===== config.mk =====
export PLATFORM = sky130hd
export DESIGN_NAME = spoc_perm_sched
export DESIGN_NICKNAME = d
export VERILOG_FILES = /design/src/rtl/spoc_pkg.sv /design/src/rtl/spoc_rc_lfsr.sv /design/src/rtl/spoc_perm_sched.sv
export SDC_FILE = /design/constraint.sdc
export NUM_CORES = 1
export LEC_CHECK = 0
export CAP_MARGIN = 30
export CORE_MARGIN = 2
export CORE_UTILIZATION = 35
export DETAILED_ROUTE_END_ITERATION = 12
export HOLD_SLACK_MARGIN = 0.12
export PLACE_DENSITY = 0.6
export SETUP_SLACK_MARGIN = 0.3
export SYNTH_ARGS = -nofsm -noshare
export SYNTH_HDL_FRONTEND = slang
export SYNTH_HIERARCHICAL = 1
export SYNTH_SLANG_ARGS = --single-unit
export TNS_END_PERCENT = 5

===== constraint.sdc =====
create_clock -name clk -period 2.42 [get_ports clk]
set_input_delay 0.363 -clock clk [delete_from_list [all_inputs] [get_ports clk]]
set_output_delay 0.363 -clock clk [all_outputs]
set_load 0.05 [all_outputs]

===== src/rtl/spoc_pkg.sv =====
// Shared types and constants for the SpoC-64 permutation scheduler.
package spoc_pkg;

    typedef enum logic [1:0] {
        IDLE  = 2'd0,
        ROUND = 2'd1,
        MIX   = 2'd2,
        DONE  = 2'd3
    } state_t;

    localparam int STEPS_DEF  = 18;
    localparam int ROUNDS_DEF = 6;
    localparam int RC_WIDTH   = 6;
    localparam logic [RC_WIDTH-1:0] RC_INIT = 6'h01;

    // Fibonacci step: shift left, feed back rc[5]^rc[4] into bit 0.
    function automatic logic [RC_WIDTH-1:0] rc_next(input logic [RC_WIDTH-1:0] rc);
        return {rc[RC_WIDTH-2:0], rc[5] ^ rc[4]};
    endfunction

endpackage


===== src/rtl/spoc_rc_lfsr.sv =====
// 6-bit round-constant LFSR for sLiSCP-light; clear has priority over load over advance.
module spoc_rc_lfsr
    import spoc_pkg::*;
(
    input  logic                clk,
    input  logic                rst,
    input  logic                clear,
    input  logic                load,
    input  logic                advance,
    output logic [RC_WIDTH-1:0] rc
);

    always_ff @(posedge clk or posedge rst) begin
        if (rst) begin
            rc <= '0;
        end else if (clear) begin
            rc <= '0;
        end else if (load) begin
            rc <= RC_INIT;
        end else if (advance) begin
            rc <= rc_next(rc);
        end
    end

endmodule


===== src/rtl/spoc_perm_sched.sv =====
// Round/step scheduler for the SpoC-64 permutation core.
// Optional abort input is built in when SPOC_PERM_ABORT_EN is defined.
module spoc_perm_sched
    import spoc_pkg::*;
#(
    parameter int STEPS           = STEPS_DEF,
    parameter int ROUNDS_PER_STEP = ROUNDS_DEF,
    localparam int SW = (STEPS > 1) ? $clog2(STEPS) : 1,
    localparam int RW = (ROUNDS_PER_STEP > 1) ? $clog2(ROUNDS_PER_STEP) : 1
) (
    input  logic                clk,
    input  logic                rst,
    input  logic                start,
    input  logic                hold,
`ifdef SPOC_PERM_ABORT_EN
    input  logic                abort,
`endif
    output logic                busy,
    output logic                en_round,
    output logic                en_mix,
    output logic                perm_done,
    output logic [RC_WIDTH-1:0] rc,
    output logic [SW-1:0]       step_idx,
    output logic [RW-1:0]       round_idx
);

    localparam logic [SW-1:0] STEP_LAST  = SW'(STEPS - 1);
    localparam logic [RW-1:0] ROUND_LAST = RW'(ROUNDS_PER_STEP - 1);

    state_t          state, state_nxt;
    logic [SW-1:0]   step_nxt;
    logic [RW-1:0]   round_nxt;
    logic            rc_load, rc_adv, rc_clr;
    logic            abort_req;

`ifdef SPOC_PERM_ABORT_EN
    assign abort_req = abort;
`else
    assign abort_req = 1'b0;
`endif

    always_ff @(posedge clk or posedge rst) begin
        if (rst) begin
            state     <= IDLE;
            step_idx  <= '0;
            round_idx <= '0;
        end else begin
            state     <= state_nxt;
            step_idx  <= step_nxt;
            round_idx <= round_nxt;
        end
    end

    always_comb begin
        state_nxt = state;
        step_nxt  = step_idx;
        round_nxt = round_idx;
        rc_load   = 1'b0;
        rc_adv    = 1'b0;
        rc_clr    = 1'b0;
        en_round  = 1'b0;
        en_mix    = 1'b0;
        case (state)
            IDLE: begin
                if (start && !abort_req) begin
                    state_nxt = ROUND;
                    rc_load   = 1'b1;
                    step_nxt  = '0;
                    round_nxt = '0;
                end
            end
            ROUND: begin
                if (!hold) begin
                    en_round = 1'b1;
                    rc_adv   = 1'b1;
                    if (round_idx == ROUND_LAST) begin
                        round_nxt = '0;
                        state_nxt = MIX;
                    end else begin
                        round_nxt = round_idx + RW'(1);
                    end
                end
            end
            MIX: begin
                if (!hold) begin
                    en_mix = 1'b1;
                    if (step_idx == STEP_LAST) begin
                        state_nxt = DONE;
                    end else begin
                        step_nxt  = step_idx + SW'(1);
                        state_nxt = ROUND;
                    end
                end
            end
            DONE:    state_nxt = IDLE;
            default: state_nxt = IDLE;
        endcase
        // Abort wins over hold and start: drop to IDLE with cleared constants.
        if (abort_req && state != IDLE) begin
            state_nxt = IDLE;
            step_nxt  = '0;
            round_nxt = '0;
            rc_load   = 1'b0;
            rc_adv    = 1'b0;
            rc_clr    = 1'b1;
            en_round  = 1'b0;
            en_mix    = 1'b0;
        end
    end

    assign busy      = (state != IDLE);
    assign perm_done = (state == DONE);

    spoc_rc_lfsr u_rc (
        .clk     (clk),
        .rst     (rst),
        .clear   (rc_clr),
        .load    (rc_load),
        .advance (rc_adv),
        .rc      (rc)
    );

endmodule


; Yosys cells after proc, flatten, opt, wreduce, memory -nomap -nowiden
; Cells that the tools add are included.
[totals]
in_bits = 4
regBits = 16
output_inout_bits = 18
elab_cells = 46
[op_classes]
muxes = 21
bitwise = 1
reduce_logical = 8
n_eq_ne = 10
addsub = 2
[op_table]
columns = cell, count
row1 = 5-bit two-way mux, 3
row2 = 6-bit two-way mux, 2
row3 = 2-bit two-way mux, 5
row4 = 2-bit inequality test (second input constant), 5
row5 = 5-bit one-hot mux with 2 select lines, 1
row6 = 3-bit two-way mux, 3
row7 = 2-bit one-hot mux with 4 select lines, 1
row8 = 4-bit AND reduction, 2
row9 = 2-bit nonzero test, 4
row10 = 3-bit one-hot mux with 2 select lines, 1
row11 = 5-bit by 1-bit adder with 5-bit output (second input constant), 1
row12 = 5-bit equality test (second input constant), 1
row13 = 1-bit two-way mux, 5
row14 = 2-bit equality test (second input constant), 2
row15 = 3-bit by 1-bit adder with 3-bit output (second input constant), 1
row16 = 3-bit equality test (second input constant), 1
row17 = 3-bit AND reduction, 1
row18 = 2-bit by 1-bit equality test with 1-bit output (second input constant), 1
row19 = 2-bit zero test, 1
row20 = 1-bit XOR, 1

; Logic depth before layout (Yosys ltp)
; Gate-level depths: netlist (run 1).
[depth]
word_depth = 4
ltp_mapped = 5
ltp_nobuf = 5

; Hierarchy
; Netlist (run 1), hierarchy kept.
[modules_own_cells]
columns = mod, seq_area_each_um2, cells_per_inst, n_inst, area_each_um2
row1 = spoc_perm_sched, 250.2, 62, 1, 633.1
row2 = spoc_rc_lfsr, 150.1, 22, 1, 262.8

; Least setup slack after synthesis (run 1)
; Ideal clock, no wire load.
[synth_path]
path_kind = reg-to-reg
startpoint = register state[0]
endpoint = register u_rc.rc[0]
period_less_slack_ps = 2577
path_buffers = 2
path_stages_with_launch = 6
required_time_ps = 2321
setup_ps = 99
slack_ps = -157
arrival_ps = 2477
cell_sequence = dfrtp_1 buf_2 nor3b_1 buf_4 nor3_1 a311oi_1
[synth_via]
elab_chain_len = 3
elab_cells_between_ends = 6
cone_classes = eq/ne: 1 / mux: 3 / reduce/logical: 2
[synth_rtl]
columns = item, line
row1 = "start, declared", spoc_perm_sched.sv:30  ; state_t state, state_nxt;
row2 = "start signal, assigned", spoc_perm_sched.sv:48  ; state <= state_nxt;
row3 = 2-bit by 1-bit equality test with 1-bit output, -
row4 = 1-bit two-way mux, -
row5 = via en_round, spoc_perm_sched.sv:19  ; output logic en_round,
row6 = 2-bit nonzero test (no source line), -
row7 = "end signal, assigned", spoc_rc_lfsr.sv:21  ; rc <= rc_next(rc);
row8 = "end, declared", spoc_rc_lfsr.sv:10  ; output logic [RC_WIDTH-1:0] rc
; The timed path passes the listed nets, and every way through them passes these cells.
; A chain may end at the register's enable or synchronous reset.

; Worst setup path after layout (run 1)
[layout_path]
startpoint = register state[0]
endpoint = output port perm_done
[layout_via]
elab_chain_len = 1
[layout_rtl]
columns = item, line
row1 = 2-bit equality test, spoc_perm_sched.sv:112  ; assign perm_done = (state == DONE);
row2 = "end, declared", spoc_perm_sched.sv:21  ; output logic perm_done,
; Every way passes these cells.

==> impl_metrics.yaml, run 1 <==
status:
  status: "complete, no violations"
power_and_ir_drop:
  power_density_nw_per_um2: 871.4
  power_switching_mw: 0.4529
  comb_power_share: 0.501
  p_clk_frac: 0.131
  ir_worst_vdd_mv: 0.6226
  p_int_mw: 0.5774
  sequentialPowerShare: 0.369
  fin_total_pwr_mw: 1.030
  power.static_leakage_nw: 0.5423
  switching_share: 0.4396
sta:
  min_period_ps: 1963
  worstMarginPinSlew_ps: 497.3
  fin_skew_ps: 5.956
  maxSlewViolCount: 0
  setup_violations: 0
  rsz0062_at_grt: "false"
  fmax_mhz: 509.4
  slew_headroom: 0.6674
  fin_setup_tns_ps: 0
  min_period_over_period: 0.8113
  finalHoldViolCount: 0
floorplan:
  start_util: 0.3649
  pin_count: 22
  die_area_um2: 2980
  core_area_um2: 2455
  die_x_um: 54.59
  die_h_um: 54.59
  rows: 18
global_route:
  grt_max_degree: 15
  grt_pass1_vias: 702
  grt_pass1_wl_um: 3084
  antenna_found_initial: 0
  grt_usage: 0.1429
  grt.overflow.total: 0
setup_path:
  path_class: "register to output pin"
  cp-end-kind: "output pin"
  r2r_setup_slack_ps: 650
  cp.required_ps: 2060
  critPathMaxFanout: 14
  crit_path_start_kind: "register"
  cp.arrival_ps: 1600
clocking:
  clockBufferDepth: 2
  insertion_delay_ps: 280
  cts_sinks: 16
  numCtsBuffers: 3
  root_buffer: "clkbuf_4"
  h-tree-depth: 1
  holdBufCountCts: 0
  path_clk_slew_ps: 90
  cts.repair.resized: 1
  cts_tree: "built"
  postCtsSetupBuffers: 0
place:
  place_hpwl_um: 1340
  portBuffers: 21
  gp_congestion: 0.7263
cells_and_area:
  mostFrequentLayoutCells: "17 x clkdlybuf4s50_1, 16 x dfrtp_1, 7 x inv_1, 7 x mux2i_1"
  syn_to_final_growth_pct: 31.98
  diodes: 0
  layout-drive-gt1-share: 0.1171
  fin_nets: 119
  final_common_cell: "clkdlybuf4s50_1"
  fill_cells: 239
  utilization: 0.4817
yosys:
  synth-async-reset-ratio: 1.000
  synth_area_leaders: "dfrtp_1 45%, mux2i_1 7.8%, nand2b_1 3.5%, nor3_1 3.4%, inv_1 2.9%"
  synth_top_area_cell: "dfrtp_1"
  yosysSeqAreaShare: 0.4469
  ys_ff_latch: 16
  syn_inst: 84
  yosysTopAreaCellShare: 0.4469
  synth-main-ff-cell: "dfrtp_1"
  ys.warnings.count: 6
  avgSynthCellArea_um2: 10.66
  synth_edf_count: 0
  ys_types: 36
  synth_area_um2: 895.9
detailed_routing:
  wirelength_um: 1777
  drcViolationCount: 0
  postRouteAntennaNets: 0
  wire_per_inst_um: 12.60
  drt_pass1_iterations: 4
  viasPerCell: 5.078
  drt_iter0_drc: 14
  vias: 716
flow_run:
  drv_cap: 0
worst_hold_path:
  hold_path_class: "input pin to asynchronous set/reset pin"
==> metal layers <==
| metal | track usage | share of wire | vias to the layer above | routed length, um |
|---|---|---|---|---|
| li1 | - | - | 357 | - |
| met1 | 0.1966 | 0.48 | 346 | 846 |
| met2 | 0.2183 | 0.47 | 11 | 842 |
| met3 | 0.02459 | 0.041 | 2 | 73 |
| met4 | 0.06250 | 0.0079 | 0 | 14 |
| met5 | 0 | 0 | - | 0 |
==> path summary, 6_finish.rpt <==
path,endpoint,cells after the start,from
max,perm_done,2,state[0]
min,u_rc/rc[5],2,rst
max reg2reg,u_rc/rc[0],4,state[0]
min reg2reg,step_idx[4],1,step_idx[4]
max in group asynchronous,step_idx[2],2,rst
min in group clk,step_idx[4],1,step_idx[4]
==> power by group through the flow <==
stage                     logic, mW  clock network, mW  registers [mW]
after floorplan               0.267                  0           0.483
final                         0.516              0.134           0.380
after detailed placement      0.521                  0           0.386
after CTS                     0.521              0.142           0.380
after global placement        0.518                  0           0.384
after global routing          0.557              0.154           0.390
==> flip-flops by register name (all words and copies together) (netlist names) <==
register,cells
u_rc/rc,6
step_idx,5
round_idx,3
state,2
==> Yosys cell counts (2+ instances only) <==
cell type   n
mux2i_1     7
ha_1        2
nor2_1      4
nor3_1      6
nand3_1     3
or3_1       2
inv_1       7
buf_4       2
a221o_1     2
a21o_1      3
nand2b_1    5
nor4_1      2
dfrtp_1    16
==> critical path: stages, from the launching register on <==
cell and delay, ps:
dfrtp_1 620, and2_1 180, dlygate4sd2_1 520
==> through the flow <==
step                std cells  setup WS, ps  instance area, um^2  hold WS [ps]
global route              141         355.5                 1182         323.9
global placement          138         441.2                 1159         536.4
finish                    141         456.8                 1182         318.9
CTS                       141         161.6                 1180         327.8
detailed placement        138         383.4                 1159         550.4
floorplan                  89         444.6                919.6         154.0
==> final cells by class <==
class | instances | area (um^2) | share of cell area
clock buffers | 3 | 22.52 | 0.01905
flip-flops and latches | 16 | 400.4 | 0.3386
multi-input cells | 62 | 461.7 | 0.3905
repair buffers | 23 | 234.0 | 0.1979
inverters | 7 | 26.28 | 0.02222
well taps | 30 | 37.54 | 0.03175
==> cells by family after synthesis <==
logic type,synth area share
flops,0.4469
other cells,0.004186
compound gates,0.1369
simple gates,0.2318
xor+xnor,0.009778
fa+ha+maj,0.02793
mux,0.07822
buf+inv,0.06424
No activity file was read; power rests on OpenSTA's default activity.
==> run 2: changes to the inputs <==
- PLACE_DENSITY: 0.6 -> 0.62
- clock period: 2.42 -> 1.7 ns (I/O delays scaled with it)
==> impl_metrics.yaml, run 2 (synthesized netlist as in run 1, its figures left out) <==
cells_and_area:
  mostFrequentLayoutCells: "23 x buf_4, 13 x dfrtp_1, 7 x mux2i_1"
  syn_to_final_growth_pct: 45.53
  largest_register_ff_count: 6
  diodes: 0
  top_regs: "u_rc/rc: 6 flops, step_idx: 5 flops, round_idx: 3 flops"
  final_common_cell: "buf_4"
  fin_nets: 128
  layout-drive-gt1-share: 0.3802
  regMostFlops: "u_rc/rc"
clocking:
  insertion_delay_ps: 290
  clockBufferDepth: 2
  numCtsBuffers: 3
  cts_tree: "built"
  cts_sinks: 16
  holdBufCountCts: 0
  path_clk_slew_ps: 110
  root_buffer: "clkbuf_4"
  h-tree-depth: 1
place:
  dpl_worst_slack_ps: -19.39
  gp_congestion: 0.7614
  portBuffers: 21
  place_hpwl_um: 1494
global_route:
  grt_usage: 0.1584
  grt_max_degree: 11
  grt_pass1_vias: 742
  antenna_found_initial: 0
  grt.overflow.total: 0
  grt_pass1_wl_um: 3325
floorplan:
  die_area_um2: 2980
  die_h_um: 54.59
  start_util: 0.3649
  rows: 18
  pin_count: 22
  core_area_um2: 2455
  die_x_um: 54.59
power_and_ir_drop:
  sequentialPowerShare: 0.318
  fin_total_pwr_mw: 1.669
  p_int_mw: 0.9657
  power.static_leakage_nw: 0.6360
  power_density_nw_per_um2: 1280
  p_clk_frac: 0.158
  ir_worst_vdd_mv: 0.9564
  comb_power_share: 0.523
  power_switching_mw: 0.7034
  switching_share: 0.4214
detailed_routing:
  drt_iter0_drc: 11
  wire_per_inst_um: 13.36
  vias: 740
  viasPerCell: 4.901
  postRouteAntennaNets: 0
  drcViolationCount: 0
  drt_pass1_iterations: 4
  wirelength_um: 2017
setup_path:
  cp.required_ps: 1440
  crit_path_start_kind: "register"
  critPathLaunch: "state[0]"
  critPathCapture: "en_mix"
  r2r_setup_slack_ps: 170
  cp-end-kind: "output pin"
  r2r-start: "state[1]"
  reg2reg_to: "round_idx[2]"
  cp.arrival_ps: 1320
  critPathMaxFanout: 9
  path_class: "register to output pin"
  ff2ff_path_depth: 4
sta:
  min_period_ps: 1579
  finalHoldViolCount: 0
  maxSlewViolCount: 0
  setup_violations: 0
  fmax_mhz: 633.3
  fin_skew_ps: 7.200
  setup_ws_ps: 121.1
  min_period_over_period: 0.9288
  rsz0062_at_grt: "true"
flow_run:
  drv_cap: 0
status:
  status: "complete, no violations"
worst_hold_path:
  hold_path_class: "input pin to asynchronous set/reset pin"
## run 2: cell types whose count changed in the layout (fill, tap and decap cells not counted), moves of 2 or more
cell,before,now
dfrtp_2,0,3
nand2b_1,5,3
buf_12,1,5
clkdlybuf4s50_1,17,2
dfrtp_1,16,13
buf_4,3,23
## run 2: final cells by class
class / count / area, um^2
Inverter: 7 / 26.28
Sequential cell: 16 / 404.1
Tap cell: 30 / 37.54
Fill cell: 233 / 1151
Timing Repair Buffer: 32 / 316.6
Multi-Input combinational cell: 62 / 483.0
Clock buffer: 4 / 36.28
## run 2: critical path, stage by stage (launching register included)
cell and delay, ps:
dfrtp_2 470, nand2b_2 250, nor2_2 150, buf_12 150
## run 2: per-layer routing
layer  track usage  part of all wire
met5             0                 0
met4       0.05833            0.0059
met3       0.03552             0.038
met2        0.2540              0.48
met1        0.2072              0.47
## run 2: worst min path at each step
stage | cells past startpoint | slack (ps) | endpoint | from
finish | 2 | 200 | u_rc/rc[5] | rst
global placement | 2 | 510 | u_rc/rc[5] | rst
detailed placement | 2 | 520 | u_rc/rc[5] | rst
floorplan | 1 | 50 | u_rc/rc[0] | rst
global route | 2 | 220 | u_rc/rc[3] | rst
CTS | 2 | 200 | u_rc/rc[5] | rst
## run 2: stage by stage
stage / utilization / hold slack [ps] / std cells / area [um^2] / setup TNS (ps)
after global placement: 0.4944 / 511.8 / 143 / 1214 / 0
final: 0.5311 / 196.6 / 151 / 1304 / 0
after global routing: 0.5311 / 222.3 / 151 / 1304 / 0
after floorplan: - / 45.96 / 89 / 940.9 / 0
after CTS: 0.5255 / 197.5 / 151 / 1290 / 0
after detailed placement: 0.4944 / 518.8 / 143 / 1214 / -19.39
## run 2: repair_timing
| item | CTS | global route |
|---|---|---|
| gates resized for setup | 4 | 6 |
| setup endpoints to repair | 16 | 17 |
| endpoints found under the hold margin | 0 | 0 |
| pin swaps | 1 | 1 |
| buffers inserted | 4 | 0 |
## run 2: power by group through the flow
stage                     clock (mW)  combinational [mW]  sequential [mW]
final                          0.264               0.874            0.532
after global routing           0.292               0.931            0.546
after CTS                      0.267               0.872            0.531
after detailed placement           0               0.836            0.542
after global placement             0               0.824            0.537
after floorplan                    0               0.408            0.691
==> run 3: changes to the inputs <==
- CORE_UTILIZATION: 35 -> 43
- MAX_ROUTING_LAYER: not set -> met4
- PLACE_DENSITY: 0.62 -> 0.74
==> impl_metrics.yaml, run 3 (synthesized netlist as in run 1, its figures left out) <==
cells_and_area:
  final_common_cell: "buf_4"
  layout-drive-gt1-share: 0.3629
  diodes: 0
  fill_cells: 186
  final_cells: 151
  syn_to_final_growth_pct: 44.83
  fin_nets: 131
  top_regs: "u_rc/rc: 6 flops, step_idx: 5 flops, round_idx: 3 flops"
  largest_register_ff_count: 6
  utilization: 0.6614
  mostFrequentLayoutCells: "26 x buf_4, 14 x dfrtp_1, 7 x inv_1, 7 x mux2i_1"
  regMostFlops: "u_rc/rc"
floorplan:
  die_h_um: 49.65
  pin_count: 22
  start_util: 0.4566
  core_area_um2: 1962
  rows: 16
  die_area_um2: 2465
  die_x_um: 49.65
setup_path:
  critPathMaxFanout: 4
  crit_path_start_kind: "register"
  cp.required_ps: 1440
  ff2ff_path_depth: 5
  cp-end-kind: "output pin"
  cp.arrival_ps: 1330
  r2r-start: "state[1]"
  path_class: "register to output pin"
  reg2reg_to: "u_rc/rc[0]"
  r2r_setup_slack_ps: 190
clocking:
  insertion_delay_ps: 270
  numCtsBuffers: 3
  cts_tree: "built"
  cts_sinks: 16
  h-tree-depth: 1
  clockBufferDepth: 2
  path_clk_slew_ps: 90
  root_buffer: "clkbuf_4"
detailed_routing:
  wire_per_inst_um: 12.79
  drt_iter0_drc: 16
  postRouteAntennaNets: 0
  wirelength_um: 1931
  viasPerCell: 5.066
  drt_pass1_iterations: 4
  vias: 765
  drcViolationCount: 0
sta:
  fmax_mhz: 632.7
  maxSlewViolCount: 0
  fin_setup_tns_ps: 0
  finalHoldViolCount: 0
  setup_violations: 0
  fin_skew_ps: 1.654
  min_period_over_period: 0.9298
  rsz0062_at_grt: "true"
  min_period_ps: 1581
global_route:
  grt_max_degree: 11
  grt_pass1_vias: 787
  grt.overflow.total: 0
  grt_pass1_wl_um: 3312
  antenna_found_initial: 0
  grt_usage: 0.1768
place:
  place_hpwl_um: 1441
  portBuffers: 21
  gp_congestion: 0.7815
  dp.cells: 140
worst_hold_path:
  hold_path_class: "input pin to asynchronous set/reset pin"
power_and_ir_drop:
  ir_worst_vdd_mv: 0.8119
  fin_total_pwr_mw: 1.628
  power_density_nw_per_um2: 1255
  power.static_leakage_nw: 0.6389
flow_run:
  drv_cap: 0
status:
  status: "complete, no violations"
run 3: metrics by stage:
step           setup slack [ps]  hold WS (ps)  area (um^2)
3_5_place_dp              63.54         519.2         1197
4_1_cts                   110.9         217.3         1290
5_1_grt                   68.40         247.1         1297
2_1_floorplan             61.12         45.96        940.9
6_report                  119.4         211.8         1297
3_3_place_gp              74.34         508.7         1197
run 3: per-layer routing:
layer	routed length [um]	global-route usage
met4	9	0.03241
met5	0	-
met3	95	0.04545
met2	961	0.3067
met1	865	0.2082
run 3: power by group:
part,switching (mW),leakage [nW],total [mW],internal [mW]
clock network,0.116,0.0210,0.246,0.130
registers,0.0813,0.211,0.527,0.446
logic,0.488,0.407,0.855,0.367
total,0.685,0.639,1.63,0.943
run 3: worst max-delay path by stage:
stage | depth (start not counted) | end | start | slack, ps
5_1_grt | 4 | en_round | state[1] | 70
6_report | 3 | busy | state[1] | 120
3_5_place_dp | 5 | u_rc/rc[0] | start | 60
4_1_cts | 4 | en_round | state[1] | 110
2_1_floorplan | 5 | u_rc/rc[4] | state[1] | 60
3_3_place_gp | 4 | step_idx[3] | hold | 70
run 3: what timing repair did:
item                                    in CTS  in global routing
resized for setup                            4                  0
pin swaps                                    1                  1
hold buffers                                 0                  0
buffers inserted                             6                  1
endpoints found under the setup margin      17                 17
run 3: worst max-delay path, cell delays in order, from the launching register on:
cell,delay (ps)
dfrtp_2,460
buf_4,160
or2_2,280
buf_6,160
run 3: layout make-up:
class	count	area, um^2	area share
Multi-Input combinational cell	62	470.5	0.3626
Sequential cell	16	402.9	0.3105
Timing Repair Buffer	35	327.8	0.2527
Clock buffer	4	36.28	0.02797
Tap cell	27	33.78	0.02604
Inverter	7	26.28	0.02025
